`config.mk`:
```
export PLATFORM = sky130hd
export DESIGN_NAME = chart_info_loader
export DESIGN_NICKNAME = d
export VERILOG_FILES = /design/src/rtl/chart_info_loader.sv
export SDC_FILE = /design/constraint.sdc
export NUM_CORES = 1
export LEC_CHECK = 0
export ABC_AREA = 0
export BUFFER_PORTS_ARGS = -buffer_cell sky130_fd_sc_hd__buf_2
export CAP_MARGIN = 20
export CORE_MARGIN = 1
export CORE_UTILIZATION = 58
export DETAILED_ROUTE_END_ITERATION = 12
export PLACE_DENSITY = 0.89
export SLEW_MARGIN = 20
export SYNTH_ARGS = -nofsm -noshare
export SYNTH_HDL_FRONTEND = slang
export SYNTH_SLANG_ARGS = --single-unit
```
`constraint.sdc`:
```
create_clock -name clk -period 6.2 [get_ports clk]
set_input_delay 0.62 -clock clk [delete_from_list [all_inputs] [get_ports clk]]
set_output_delay 0.62 -clock clk [all_outputs]
set_load 0.05 [all_outputs]
```
`src/rtl/chart_info_loader.sv`:
```
// Chart header fetcher: follows req_id, reads NAME_LEN name bytes plus a 16-bit
// note count from the chart ROM and presents them with info_valid.
//
// state | meaning
// IDLE  | header for loaded_id presented (or empty header pending one edge)
// FETCH | issuing header reads; capturing the byte of the previous read
// DRAIN | capturing the last note_cnt byte, saturating, raising info_valid
module chart_info_loader #(
  parameter int NAME_LEN   = 12,
  parameter int MAX_CHARTS = 6,
  parameter int HDR_STRIDE = 16,
  parameter int ADDR_W     = 10,
  parameter int MAX_NOTES  = 1024
) (
  input  logic                  clk,
  input  logic                  rst,
  input  logic [7:0]            req_id,
  output logic                  rom_en,
  output logic [ADDR_W-1:0]     rom_addr,
  input  logic [7:0]            rom_data,
  output logic [8*NAME_LEN-1:0] info_name,
  output logic [15:0]           info_note_cnt,
  output logic                  info_valid,
  output logic [7:0]            loaded_id,
  output logic                  busy
);

  localparam int IDX_W = $clog2(NAME_LEN + 2);
  localparam logic [IDX_W-1:0] CNT_LO_IDX = IDX_W'(NAME_LEN);
  localparam logic [IDX_W-1:0] LAST_IDX   = IDX_W'(NAME_LEN + 1);
  localparam logic [8*NAME_LEN-1:0] SPACES = {NAME_LEN{8'h20}};
  localparam logic [15:0] SAT_CNT = 16'(MAX_NOTES);

  typedef enum logic [1:0] {IDLE, FETCH, DRAIN} state_t;

  state_t            state;
  logic [IDX_W-1:0]  idx;
  logic              empty_pend;

  logic              req_change;
  logic              req_empty;
  logic [ADDR_W-1:0] new_base;
  logic [IDX_W-1:0]  cap_idx;
  logic [15:0]       cnt_full;

  assign req_change = (req_id != loaded_id);
  assign req_empty  = (req_id == 8'd0) || (req_id > 8'(MAX_CHARTS));
  assign new_base   = ADDR_W'((32'(req_id) - 32'd1) * 32'(HDR_STRIDE));
  // rom_data always belongs to the read issued one cycle before the current one
  assign cap_idx    = idx - IDX_W'(1);
  assign cnt_full   = {rom_data, info_note_cnt[7:0]};

  always_ff @(posedge clk or negedge rst) begin
    if (!rst) begin
      state         <= IDLE;
      idx           <= '0;
      empty_pend    <= 1'b0;
      rom_en        <= 1'b0;
      rom_addr      <= '0;
      info_name     <= SPACES;
      info_note_cnt <= 16'd0;
      info_valid    <= 1'b0;
      loaded_id     <= 8'hFF;
      busy          <= 1'b0;
    end else if (req_change) begin
      // New request, also aborts any fetch in flight; its pending capture is dropped
      loaded_id  <= req_id;
      info_valid <= 1'b0;
      if (req_empty) begin
        info_name     <= SPACES;
        info_note_cnt <= 16'd0;
        empty_pend    <= 1'b1;
        rom_en        <= 1'b0;
        busy          <= 1'b0;
        state         <= IDLE;
      end else begin
        empty_pend <= 1'b0;
        idx        <= '0;
        rom_addr   <= new_base;
        rom_en     <= 1'b1;
        busy       <= 1'b1;
        state      <= FETCH;
      end
    end else begin
      case (state)
        IDLE: begin
          if (empty_pend) begin
            info_valid <= 1'b1;
            empty_pend <= 1'b0;
          end
        end
        FETCH: begin
          if (idx != '0) begin
            for (int i = 0; i < NAME_LEN; i++) begin
              if (cap_idx == IDX_W'(i)) info_name[8*(NAME_LEN-1-i) +: 8] <= rom_data;
            end
            if (cap_idx == CNT_LO_IDX) info_note_cnt[7:0] <= rom_data;
          end
          if (idx == LAST_IDX) begin
            rom_en <= 1'b0;
            state  <= DRAIN;
          end else begin
            idx      <= idx + IDX_W'(1);
            rom_addr <= rom_addr + ADDR_W'(1);
          end
        end
        DRAIN: begin
          info_note_cnt <= (cnt_full > SAT_CNT) ? SAT_CNT : cnt_full;
          info_valid    <= 1'b1;
          busy          <= 1'b0;
          state         <= IDLE;
        end
        default: state <= IDLE;
      endcase
    end
  end

endmodule
```
==> results.yml <==
run_status:
  status: "finished clean"
sta:
  worst-slew-pin-transition_ns: 1.11
  slew_violations: 0
  skew_ns: 0.00650
  rsz0062_at_grt: "no"
  max_freq_ghz: 0.342
  fin_crit_ns: 2.92
  finalCritPeriodShare: 0.471
  tns_ns: 0
  final-setup-viol-count: 0
  hold_viol: 0
  relSlewSlack: 0.258
synth:
  synth_warnings: 0
  synthSimpleGateAreaFrac: 0.123
  synth.distinct_cells: 55
  yosysTopAreaCellShare: 0.467
  synth_edf_count: 0
  syn_avg_cell_area_um2: 12.4
  synthesis.area_um2: 6430
  ys_seq_area_frac: 0.548
  synth.area.mux_share: 0.0723
  async_flop_share: 1.00
  synth_top_area_cell: "dfrtp_1"
  synth_xor_area_frac: 0.0301
  syn_nets: 547
  ys_seq_elements: 140
  syn_inst: 519
  synthFlopType: "dfrtp_1"
  synth_top_family_by_area: "compound AO/OA/AOI/OAI gates"
  synth_compound_area_frac: 0.160
  ys_top_cells_by_area: "dfrtp_1 (47%), dfstp_2 (8.2%), a22o_1 (7.9%), mux2i_1 (3.7%), mux2_2 (3.1%)"
  synth-adder-area-share: 0.0194
detailed_routing:
  drt_iter0_markers: 444
  vias: 4920
  remaining_drc_errors: 0
  first_pass_iters: 7
  postRouteAntennaNets: 0
  routed_wl_mm: 16.5
  routedWlPerCell_um: 20.5
  drt-vias-per-instance: 6.13
global_routing:
  grt_max_degree: 77
  grt_antenna_before_repair: 0
  track_usage: 0.289
  grt_pass1_vias: 4757
  grt_pass1_wl_mm: 25.2
  grt_remaining_overflow: 0
critical_path:
  timing.rr.start: "loaded_id[4]$_DFFE_PN1P_"
  cp-startpoint: "loaded_id[4]$_DFFE_PN1P_"
  cp_max_fo: 26
  cp-end-kind: "register"
  required_ns: 6.62
  start_kind: "register"
  arrival_ns: 3.34
  path_class: "reg2reg"
clock_network:
  cts_buffers: 17
  cts.sinks: 140
  clockBufferDepth: 2
  cts_tree: "done"
  cts_setup_buffers: 0
  clkTransAtPathRegs_ns: 0.06
  root_buffer: "clkbuf_8"
  hold_buffers: 0
  h-tree-depth: 4
  clkLatencyLatePin_ns: 0.54
  cts-resized-gates: 0
placement:
  port_buffers: 150
  routabilityCongestion: 0.877
  place_area_um2: 7190
  place_hpwl_mm: 10.7
final_layout:
  syn_to_final_growth_pct: 20.9
  drive_gt1_frac: 0.372
  fin_nets: 677
  final_cell_mix: "buf_2 (149), dfrtp_1 (120), a22o_1 (58)"
  diodes: 0
  design_area_um2: 7780
  final_common_cell: "buf_2"
die:
  die_h_um: 107
  rows: 38
  die_x_um: 107
  io_pins: 151
  dieArea_um2: 11500
  start_util: 0.594
  core_um2: 10800
power_and_ir_drop:
  p_leak_uw: 0.00414
  ir_drop_mv: 0.169
  pwr_density_cell_nw_per_um2: 274
job:
  cap_violations: 0
hold_path:
  min_path_type: "in2async"
-- registers in the layout (all words and copies together), names as in the netlist --
| register | cells |
|---|---|
| busy | 1 |
| empty_pend | 1 |
| idx | 4 |
| info_name | 96 |
| info_note_cnt | 16 |
| info_valid | 1 |
| loaded_id | 8 |
| rom_addr | 10 |
| rom_en | 1 |
| state | 2 |
-- final timing paths --
| check | endpoint | slack [ns] | cells after the start |
|---|---|---|---|
| setup / recovery | info_name[47]$_DFFE_PN0P_ | 3.28 | 6 |
| hold / removal | info_name[54]$_DFFE_PN0P_ | 0.09 | 1 |
| setup reg to reg | info_name[47]$_DFFE_PN0P_ | 3.28 | 6 |
| hold reg to reg | info_name[85]$_DFFE_PN1P_ | 0.47 | 2 |
| max in group asynchronous | info_name[16]$_DFFE_PN0P_ | 4.88 | 2 |
| min in group clk | loaded_id[6]$_DFFE_PN1P_ | 0.21 | 1 |
-- through the flow --
stage	instances	power [uW]	utilization	setup slack, ns	hold WS, ns
3_3_place_gp	769	1160	0.663	3.04	0.461
3_5_place_dp	769	1170	0.663	2.90	0.460
4_1_cts	801	2130	0.715	3.34	0.125
2_1_floorplan	519	1100	-	3.92	0.324
6_report	802	2130	0.718	3.28	0.0922
5_1_grt	802	2200	0.718	3.16	0.138
-- final cells by class --
type / count / area, um^2
well taps: 140 / 175
clock buffers: 17 / 414
multi-input cells: 314 / 2630
repair buffers: 153 / 800
inverters: 23 / 86.3
fillers: 700 / 3060
flip-flops and latches: 140 / 3530
clock inverters: 15 / 150
-- cells in the mapped netlist, types with 7 or more instances --
| cell type | n |
|---|---|
| a22o_1 | 58 |
| a22oi_1 | 8 |
| a31oi_4 | 9 |
| and2_1 | 7 |
| and3_1 | 9 |
| and4_1 | 10 |
| buf_2 | 8 |
| clkbuf_1 | 27 |
| dfrtp_1 | 120 |
| dfstp_2 | 20 |
| ha_1 | 10 |
| inv_1 | 22 |
| mux2_2 | 18 |
| mux2i_1 | 24 |
| nand2_1 | 8 |
| nand3_1 | 14 |
| nor2_1 | 19 |
| nor2b_1 | 14 |
| nor3_1 | 9 |
| nor4_1 | 7 |
| o21ai_0 | 16 |
| xnor2_1 | 13 |
-- power by group --
| part | total (uW) | leakage [uW] | switching (uW) | internal (uW) |
|---|---|---|---|---|
| clock network | 975 | 0.000278 | 429 | 547 |
| logic | 202 | 0.00199 | 150 | 52.5 |
| registers | 953 | 0.00187 | 21.8 | 931 |
-- cells by family after synthesis --
family,Yosys count
flops,140
simple gates,124
compound gates,116
buf+inv,65
mux,44
xor+xnor,20
fa+ha+maj,10
-- critical path: stages, from the launching register on --
cell and delay [ns]:
dfstp_2 0.54, xnor2_1 0.14, nand4_1 0.28, nor2_4 0.55
buf_4 0.48, nand4_2 0.40, mux2_2 0.39
-- metal layers --
layer	up-vias	GRT usage	wire length, um
met4	0	0.111	334
met3	28	0.0781	1280
li1	2151	-	-
met5	-	0	0
met1	2451	0.373	6730
met2	290	0.465	8130
Note: power is estimated with default switching activity, not from simulation.
